--- config.mk ---
export PLATFORM = sky130hd
export DESIGN_NAME = al_key_entry_flat
export DESIGN_NICKNAME = d
export VERILOG_FILES = /design/src/rtl/al_key_entry_pkg.sv /design/src/rtl/al_key_entry_if.sv /design/src/rtl/al_key_entry_edge_detect.sv /design/src/rtl/al_key_entry.sv /design/src/flat_wrapper.sv
export SDC_FILE = /design/constraint.sdc
export NUM_CORES = 1
export LEC_CHECK = 0
export ABC_AREA = 0
export CAP_MARGIN = 20
export CORE_ASPECT_RATIO = 0.8
export CORE_UTILIZATION = 40
export DETAILED_ROUTE_END_ITERATION = 8
export GPL_TIMING_DRIVEN = 0
export HOLD_SLACK_MARGIN = 0.02
export PLACE_DENSITY = 0.66
export RECOVER_POWER = 100
export SYNTH_ARGS = -nofsm -noshare
export SYNTH_HDL_FRONTEND = slang
export SYNTH_SLANG_ARGS = --single-unit
--- constraint.sdc ---
create_clock -name clk -period 1.75 [get_ports clk]
set_input_delay 0.525 -clock clk [delete_from_list [all_inputs] [get_ports clk]]
set_output_delay 0.525 -clock clk [all_outputs]
set_load 0.02 [all_outputs]
--- src/rtl/al_key_entry_pkg.sv ---
// Shared alarm-clock definitions: key-entry FSM encodings, BCD limits and the
// HHMM range-check helper.
package al_pkg;

  localparam int         BCD_DIGIT_W  = 4;
  localparam logic [7:0] MAX_HOUR_BCD = 8'h23;
  localparam logic [3:0] MAX_MIN_TENS = 4'd5;

  typedef enum logic [1:0] {
    AL_KEY_IDLE  = 2'd0,
    AL_KEY_ENTRY = 2'd1,
    AL_KEY_LOAD  = 2'd2
  } al_key_state_e;

  // Digits are BCD by construction, so only the clock-face limits need checking.
  function automatic logic bcd_time_ok(input logic [15:0] hhmm);
    logic ok_s;
    ok_s = (hhmm[15:8] <= MAX_HOUR_BCD) && (hhmm[7:4] <= MAX_MIN_TENS);
    if (hhmm[15:12] == 4'd2) begin
      ok_s = ok_s && (hhmm[11:8] <= 4'd3);
    end else begin
      ok_s = ok_s;
    end
    return ok_s;
  endfunction

endpackage

--- src/rtl/al_key_entry_if.sv ---
// Keypad / time-load bus between the key-entry block (slave) and its driver
// (master: keypad scanner side, which also supplies the 256 Hz strobe).
interface al_key_if;
  import al_pkg::*;

  logic                   clk256;
  logic                   key_valid;
  logic [BCD_DIGIT_W-1:0] key_code;
  logic                   set_time_btn;
  logic                   clear_btn;
  logic [15:0]            key_buffer;
  logic [15:0]            time_in;
  logic                   load_new_time;
  logic                   entry_active;
  logic                   entry_error;

  modport master (
    output clk256, key_valid, key_code, set_time_btn, clear_btn,
    input  key_buffer, time_in, load_new_time, entry_active, entry_error
  );

  modport slave (
    input  clk256, key_valid, key_code, set_time_btn, clear_btn,
    output key_buffer, time_in, load_new_time, entry_active, entry_error
  );

endinterface

--- src/rtl/al_key_entry_edge_detect.sv ---
// Registered rising-edge detector; turns a slow level (e.g. clk256) into a
// one-cycle tick in the clk domain.
module al_edge_detect (
  input  logic clk,
  input  logic reset,
  input  logic sig,
  output logic rise
);

  logic sig_q_r;

  // previous-cycle copy of the input
  always_ff @(posedge clk or posedge reset) begin
    if (reset) begin
      sig_q_r <= 1'b0;
    end else begin
      sig_q_r <= sig;
    end
  end

  assign rise = sig & ~sig_q_r;

endmodule

--- src/rtl/al_key_entry.sv ---
// Keypad HHMM entry with commit strobe and inactivity timeout.
// Build option AL_KEY_RANGE_CHECK_EN: reject commits that are not a valid 24h time.
module al_key_entry
  import al_pkg::*;
#(
  parameter int TIMEOUT_TICKS = 2560,
  parameter int TICK_CNT_W    = 12
) (
  input logic     clk,
  input logic     reset,
  al_key_if.slave bus
);

  localparam logic [TICK_CNT_W-1:0] TMO_LIM  = TICK_CNT_W'(TIMEOUT_TICKS);
  localparam logic [TICK_CNT_W-1:0] TMO_ONE  = TICK_CNT_W'(1);
  localparam logic [2:0]            FULL_CNT = 3'd4;

  al_key_state_e         state_r, state_n_s;
  logic [2:0]            count_r, count_n_s;
  logic [TICK_CNT_W-1:0] tmo_cnt_r, tmo_n_s, tmo_inc_s;
  logic [15:0]           key_buffer_r, buf_n_s;
  logic [15:0]           time_in_r, time_n_s;
  logic                  error_r, err_n_s;
  logic                  load_r, active_r;
  logic                  tick_s, digit_s, range_ok_s;

  al_edge_detect u_tick (
    .clk   (clk),
    .reset (reset),
    .sig   (bus.clk256),
    .rise  (tick_s)
  );

  assign digit_s = bus.key_valid && (bus.key_code <= 4'd9);

`ifdef AL_KEY_RANGE_CHECK_EN
  assign range_ok_s = bcd_time_ok(key_buffer_r);
`else
  assign range_ok_s = 1'b1;
`endif

  // next-state and datapath decode; priority clear > set > digit > timeout
  always_comb begin
    state_n_s = state_r;
    count_n_s = count_r;
    buf_n_s   = key_buffer_r;
    time_n_s  = time_in_r;
    err_n_s   = error_r;
    tmo_n_s   = {TICK_CNT_W{1'b0}};
    if (tick_s && (tmo_cnt_r < TMO_LIM)) begin
      tmo_inc_s = tmo_cnt_r + TMO_ONE;
    end else begin
      tmo_inc_s = tmo_cnt_r;
    end

    case (state_r)
      AL_KEY_IDLE: begin
        if (bus.clear_btn) begin
          buf_n_s   = 16'h0000;
          count_n_s = 3'd0;
          err_n_s   = 1'b0;
        end else if (bus.set_time_btn) begin
          state_n_s = AL_KEY_IDLE;
        end else if (digit_s) begin
          state_n_s = AL_KEY_ENTRY;
          buf_n_s   = {12'h000, bus.key_code};
          count_n_s = 3'd1;
          err_n_s   = 1'b0;
        end else begin
          state_n_s = AL_KEY_IDLE;
        end
      end

      AL_KEY_ENTRY: begin
        tmo_n_s = tmo_inc_s;
        if (bus.clear_btn) begin
          state_n_s = AL_KEY_IDLE;
          buf_n_s   = 16'h0000;
          count_n_s = 3'd0;
          err_n_s   = 1'b0;
          tmo_n_s   = {TICK_CNT_W{1'b0}};
        end else if (bus.set_time_btn) begin
          if ((count_r == FULL_CNT) && range_ok_s) begin
            state_n_s = AL_KEY_LOAD;
            time_n_s  = key_buffer_r;
            tmo_n_s   = {TICK_CNT_W{1'b0}};
          end else begin
            err_n_s = 1'b1;
          end
        end else if (digit_s && (count_r < FULL_CNT)) begin
          buf_n_s   = {key_buffer_r[11:0], bus.key_code};
          count_n_s = count_r + 3'd1;
          err_n_s   = 1'b0;
          tmo_n_s   = {TICK_CNT_W{1'b0}};
        end else if (tmo_inc_s >= TMO_LIM) begin
          // error flag survives the timeout so the user still sees the rejection
          state_n_s = AL_KEY_IDLE;
          buf_n_s   = 16'h0000;
          count_n_s = 3'd0;
          tmo_n_s   = {TICK_CNT_W{1'b0}};
        end else begin
          state_n_s = AL_KEY_ENTRY;
        end
      end

      AL_KEY_LOAD: begin
        state_n_s = AL_KEY_IDLE;
        buf_n_s   = 16'h0000;
        count_n_s = 3'd0;
      end

      default: begin
        state_n_s = AL_KEY_IDLE;
        buf_n_s   = 16'h0000;
        count_n_s = 3'd0;
      end
    endcase
  end

  // state, datapath and registered outputs
  always_ff @(posedge clk or posedge reset) begin
    if (reset) begin
      state_r      <= AL_KEY_IDLE;
      count_r      <= 3'd0;
      tmo_cnt_r    <= {TICK_CNT_W{1'b0}};
      key_buffer_r <= 16'h0000;
      time_in_r    <= 16'h0000;
      error_r      <= 1'b0;
      load_r       <= 1'b0;
      active_r     <= 1'b0;
    end else begin
      state_r      <= state_n_s;
      count_r      <= count_n_s;
      tmo_cnt_r    <= tmo_n_s;
      key_buffer_r <= buf_n_s;
      time_in_r    <= time_n_s;
      error_r      <= err_n_s;
      load_r       <= (state_n_s == AL_KEY_LOAD);
      active_r     <= (state_n_s == AL_KEY_ENTRY);
    end
  end

  assign bus.key_buffer    = key_buffer_r;
  assign bus.time_in       = time_in_r;
  assign bus.load_new_time = load_r;
  assign bus.entry_active  = active_r;
  assign bus.entry_error   = error_r;

endmodule

--- src/flat_wrapper.sv ---
// flat-port wrapper written by rule: the top's interface ports become plain ports
module al_key_entry_flat import al_pkg::*;
#(
  parameter int TIMEOUT_TICKS = 2560,
  parameter int TICK_CNT_W    = 12
)
  (clk, reset, bus_clk256, bus_key_valid, bus_key_code, bus_set_time_btn, bus_clear_btn, bus_key_buffer, bus_time_in, bus_load_new_time, bus_entry_active, bus_entry_error);
  al_key_if bus_i ();
  input logic clk;
  input logic reset;
  input wire logic [$bits(bus_i.clk256)-1:0] bus_clk256;
  input wire logic [$bits(bus_i.key_valid)-1:0] bus_key_valid;
  input wire logic [$bits(bus_i.key_code)-1:0] bus_key_code;
  input wire logic [$bits(bus_i.set_time_btn)-1:0] bus_set_time_btn;
  input wire logic [$bits(bus_i.clear_btn)-1:0] bus_clear_btn;
  output wire logic [$bits(bus_i.key_buffer)-1:0] bus_key_buffer;
  output wire logic [$bits(bus_i.time_in)-1:0] bus_time_in;
  output wire logic [$bits(bus_i.load_new_time)-1:0] bus_load_new_time;
  output wire logic [$bits(bus_i.entry_active)-1:0] bus_entry_active;
  output wire logic [$bits(bus_i.entry_error)-1:0] bus_entry_error;
  assign bus_i.clk256 = bus_clk256;
  assign bus_i.key_valid = bus_key_valid;
  assign bus_i.key_code = bus_key_code;
  assign bus_i.set_time_btn = bus_set_time_btn;
  assign bus_i.clear_btn = bus_clear_btn;
  assign bus_key_buffer = bus_i.key_buffer;
  assign bus_time_in = bus_i.time_in;
  assign bus_load_new_time = bus_i.load_new_time;
  assign bus_entry_active = bus_i.entry_active;
  assign bus_entry_error = bus_i.entry_error;
  al_key_entry #(.TIMEOUT_TICKS(TIMEOUT_TICKS), .TICK_CNT_W(TICK_CNT_W)) u_core (.clk(clk), .reset(reset), .bus(bus_i));
endmodule
# == Word-level counts from Yosys, hierarchy flattened ==
# Cells that the tools add are included.
# word_totals
ff_bits,53
rom_bits,0
latch_bits,0
n_memories,0
ramBits,0
elab_cells,76
out_inout_bits,35
# classes
magnitude_cmp,4
reduce_logical,8
shift,0
n_div,0
muxes,40
n_bitwise,3
multipliers,0
add_sub_neg,2
n_eq_ne,10
# ops
operator,n
two-way mux 16 bit,7
two-way mux 12 bit,7
case mux 16 bit (2 select lines),1
two-way mux 3 bit,7
adder 12 x 1 -> 12 bit (second input constant),1
greater-or-equal comparator 12 bit (second input constant),1
< comparator 12 bit (second input constant),1
two-way mux 2 bit,6
two-way mux 1 bit,9
AND reduction 4 bit,2
!= test 3 bit (second input constant),2
case mux 3 bit (2 select lines),1
AND reduction 5 bit,1
== test 2 x 1 -> 1 bit (second input constant),2
less-or-equal comparator 4 bit (second input constant),1
!= test 4 x 2 -> 1 bit (second input constant),1
!= test 4 x 3 -> 1 bit (second input constant),1
!= test 4 bit (second input constant),1
case mux 2 bit (2 select lines),1
adder 3 x 1 -> 3 bit (second input constant),1
== test 3 bit (second input constant),1
logical AND 1 bit,3
< comparator 3 bit (second input constant),1
!= test 3 x 2 -> 1 bit (second input constant),1
6 further kinds,7

# == Depth between registers and ports, before layout ==
# depth
depth_word,11
mapped_depth,7

# == By module ==
# From an unflattened synthesis, not the netlist that was laid out.
# hier_totals
cells_unflattened,212
hier_area_um2,2474.9
# by_module_without_submodules
module,area_per_inst_um2,instances,cells_per_inst,seq_area_each_um2
al_key_entry,2432.3,1,209,1301.2
al_edge_detect,42.5,1,3,25.0

# == Least setup slack after synthesis ==
# No wires, ideal clock.
# synth_timing
path_type,input-to-reg
startpoint,in bus_clear_btn
endpoint,reg u_core.time_in_r[1] (netlist: u_core.bus.time_in[1])
cell_stages,5
setup_slack_ns,-0.159
arrival_ns,1.785
setup_ns,0.125
path_cell_list,nor2_1 nand2_1 nor3_2 buf_2 mux2_2
# synth_via
elab_chain_cells,2
# synth_lines
element,line_no,rtl
start: declaration,flat_wrapper.sv:15,input wire logic [$bits(bus_i.clear_btn)-1:0] bus_clear_btn;
NOT 1 bit (no line),n/a,
AND reduction 4 bit (no line),n/a,
end signal: assignment,al_key_entry.sv:136,time_in_r <= time_n_s;
end: declaration,al_key_entry.sv:22,"logic [15:0] time_in_r, time_n_s;"
# Every way passes these cells.
# A chain may end at the register's enable or synchronous reset.

# == Worst setup path in the final report ==
# layout_timing
startpoint,reg u_core.tmo_cnt_r[10]
endpoint,reg u_core.key_buffer_r[3] (netlist: u_core.bus.key_buffer[3])
# layout_via
elab_chain_cells,6
elab_cells_between_ends,7
classes_between,add/sub (1); order compare (2); eq/ne (1); mux (1); reduce/logical (2)
# layout_lines
element,line_no,rtl
start: declaration,al_key_entry.sv:20,"logic [TICK_CNT_W-1:0] tmo_cnt_r, tmo_n_s, tmo_inc_s;"
start signal: assignment,al_key_entry.sv:125,tmo_cnt_r <= {TICK_CNT_W{1'b0}};
start signal: assignment,al_key_entry.sv:134,tmo_cnt_r <= tmo_n_s;
< comparator 12 bit,al_key_entry.sv:50,if (tick_s && (tmo_cnt_r < TMO_LIM)) begin
logical AND 1 bit,al_key_entry.sv:50,
two-way mux 12 bit *,al_key_entry.sv:50,
greater-or-equal comparator 12 bit *,al_key_entry.sv:95,end else if (tmo_inc_s >= TMO_LIM) begin
!= test 4 x 2 -> 1 bit (no line) *,n/a,
AND reduction 4 bit (no line) *,n/a,
end signal: assignment,al_key_entry.sv:135,key_buffer_r <= buf_n_s;
end: declaration,al_key_entry.sv:21,"logic [15:0] key_buffer_r, buf_n_s;"
# Every way passes the cells marked *; elsewhere a longest branch is shown, timed or not.

==> run summary <==
Clock Skew: 0.0128 ns
Post-synth EDFFs: 0
Clk sinks: 53
P_leak: 1.72 nW
Post-place instance area: 3060 sq um
Post-synth top cells: 53 x dfrtp_1, 26 x nand2_1, 21 x inv_1, 18 x nor2_1, 18 x o31ai_1
Wirelength per Cell: 16.2 microns
DR vias/cell: 5.30
RSZ-0062 raised after global routing: true
Initial antenna violation count: 0
YS warnings: 0
Sw Share: 27.0%
Slew Limit Headroom: 58.4%
Fin nets: 319
Logic pwr share: 10.6%
Detail Route Antenna Nets: 0
WP buf/inv: 1
Worst path cell trace: o21a_1, nor4_4, xnor2_4, a211oi_4, buf_6, o31ai_1
CTS Buffer Depth: 2
DR vias: 2057
Worst-Skew Late Latency: 0.32 ns
Crit-path slowest cell: dfrtp_2
Pin count of the biggest net entering global routing: 40
Largest stage delay on the critical path: 0.45 ns
Yosys reg bits: 53
Final hold vios: 0
TritonCTS Buffers: 5
Post-synth top area cell: dfrtp_1
Violated checks: negative setup slack
Synth Area per Inst: 11.1 sq um
Tmin final: 1.93 ns
# diodes: 0
CTS tree: done
Filler instances: 466
Register area share after synthesis: 54.2%
Global-route wire length before repair: 9090 microns
Post-DP HPWL: 3540 microns
Synth area leaders: dfrtp_1 54%, mux2_2 7.4%, o31ai_1 5.5%, nand2_1 4.0%, inv_1 3.2%
Mapped Cells: 220
Outcome: complete, but fails checks
Die Y: 71.9 microns
Starting Density: 41.4%
DRC: 0
# rows: 25
Netlist cell types: 42
Clk slew on worst S/H paths: 0.10 ns
Detailed Route Iter0 Violations: 142
Synthesis-to-finish area growth: 49.1%
Cell Pwr Density: 610 nW/um^2
Critical Path AT: 2.14 ns
Final setup violation count: 39
Net switching power: 601 uW
GRT Util Overall: 18.9%
Vias in the first global route: 1804
Most frequent cell after synthesis: dfrtp_1
Worst-Margin Slew: 0.620 ns
Area of the mapped netlist: 2450 sq um
Ys flop type: dfrtp_1
Crit start category: flop
Final worst slack: -0.177 ns
Power share of the sequential group: 56.4%
Post-synth top area share: 54.2%
CP max FO: 5
Worst ir drop on vdd: 0.000468 V
Crit share post-route: 110%
Clock Power Share: 33.0%
Post-CTS Hold Fix Bufs: 0
Placeable Area: 5910 sq um
Max cap viols: 0
CP required: 1.96 ns
Port Buffers: 44
Total grt overflow: 0
Root buf cell: clkbuf_8
Final Core Density: 61.7%
Worst-case reg-to-reg path depth: 6
CP delay by family, top: compound AO/OA/AOI/OAI gates
Post-route cell area: 3650 sq um
Layout cells sized above 1: 39.1%
Routed wire length: 6280 microns
Asr flop ratio synth: 100%
WS Path Type: flop to flop
Die X: 89.4 microns
Worst hold path type: input pin to flop
# IOs: 45
Worst hold-check slack: 0.441 ns
Max Slew Vio Count: 0
Internal power: 1.62 mW
Worst slack at placement: -0.929 ns
Hold depth: 3
Post-Syn Nets: 233
Total stage count of the critical path: 6
FMAX: 0.519 GHz
Die ar.: 6430 sq um
Max H-tree Level: 2
CP Capture Type: flop
Detailed Routing Iterations Pass 1: 4
R2r setup slk: -0.18 ns
RD Place Congestion: 0.910
==> tightest hold or removal path, cell delays in order <==
cell and delay (ns):
clkbuf_2 0.09, nand2_1 0.06, o31ai_2 0.05
==> flip-flops by register name, indices dropped and copies added (netlist names) <==
name	flops
u_core.bus.key_buffer	16
u_core.bus.time_in	16
u_core.tmo_cnt_r	12
u_core.count_r	3
u_core.state_r	2
u_core.bus.entry_active	1
u_core.bus.entry_error	1
u_core.bus.load_new_time	1
u_core.u_tick.sig_q_r	1
==> final timing paths <==
| path | start | endpoint |
|---|---|---|
| setup / recovery | u_core.tmo_cnt_r[10]$_DFF_PP0_ | u_core.bus.key_buffer[3]$_DFFE_PP0P_ |
| hold / removal | bus_key_code[1] | u_core.bus.key_buffer[1]$_DFFE_PP0P_ |
| setup reg to reg | u_core.tmo_cnt_r[10]$_DFF_PP0_ | u_core.bus.key_buffer[3]$_DFFE_PP0P_ |
| hold reg to reg | u_core.bus.time_in[6]$_DFFE_PP0P_ | u_core.bus.time_in[6]$_DFFE_PP0P_ |
| max in group asynchronous | reset | u_core.tmo_cnt_r[9]$_DFF_PP0_ |
| min in group asynchronous | reset | u_core.bus.key_buffer[4]$_DFFE_PP0P_ |
==> power groups by stage <==
stage	Clock [mW]	Combinational (mW)	Sequential, mW
2_1_floorplan	0	0.0989	1.29
3_3_place_gp	0	0.179	1.28
3_5_place_dp	0	0.185	1.28
4_1_cts	0.751	0.198	1.25
5_1_grt	0.797	0.254	1.26
6_report	0.735	0.236	1.25
==> stage by stage <==
step	power, mW	setup TNS, ns	instances
2_1_floorplan	1.38	-1.70	220
3_3_place_gp	1.46	-42.54	345
3_5_place_dp	1.46	-40.06	346
4_1_cts	2.20	-4.64	373
5_1_grt	2.31	-7.57	388
6_report	2.22	-3.72	388
==> area by class of cell <==
type	instances	area, sq um	area share (%)
Clock inverter	3	26.3	0.721
Inverter	21	80.1	2.20
Timing Repair Buffer	78	664	18.2
Tap cell	81	101	2.78
Multi-Input combinational cell	143	1340	36.6
Clock buffer	5	68.8	1.89
Sequential cell	53	1330	36.5
Buffer	4	40.0	1.10
==> placed cells by master, fill, tap and decap left out, types with 2 or more instances in the layout <==
cell / instances
nand2_1: 23
nand3b_1: 3
clkinvlp_4: 2
dlygate4sd2_1: 35
nand4_1: 4
nand2_2: 2
mux2_2: 16
dfrtp_2: 3
nand3_1: 6
clkdlybuf4s15_1: 2
nor2_2: 2
buf_6: 10
a31oi_4: 2
clkbuf_8: 5
o31ai_1: 3
nor3b_4: 2
xnor2_1: 2
ha_1: 2
nor3_4: 2
o31ai_2: 13
xor2_1: 6
and3_2: 2
o31ai_4: 2
nor2_1: 16
inv_2: 2
inv_1: 18
clkbuf_2: 4
buf_4: 27
nor3_1: 2
a2111oi_4: 2
a21oi_1: 3
dfrtp_1: 50
==> cell families after synthesis <==
group                    count (synthesis)  share of synthesized area (%)
buffers and inverters                   25                           4.55
AND/OR/NAND/NOR                         77                           16.3
XOR/XNOR                                10                           3.58
adder cells (fa/ha/maj)                  3                           1.53
AO/OA/AOI/OAI                           35                           12.0
flip-flops                              53                           54.2
multiplexers                            17                           7.77
==> layer usage <==
layer  up-vias  part of all wire [%]  GRT usage, %
met4         0                   1.6          3.70
li1        948                     -             -
met1      1044                    50          30.9
met5         -                     0             0
met2        54                    45          24.9
met3        11                   3.7          4.89
==> timing repair <==
action / CTS / global route
endpoints found under the hold margin: 0 / 0
endpoints found under the setup margin: 86 / 49
setup buffers: 17 / 14
gates cloned: 2 / 1
gates resized for setup: 70 / 50
pin swaps: 16 / 20
No activity file was read; power rests on OpenSTA's default activity.
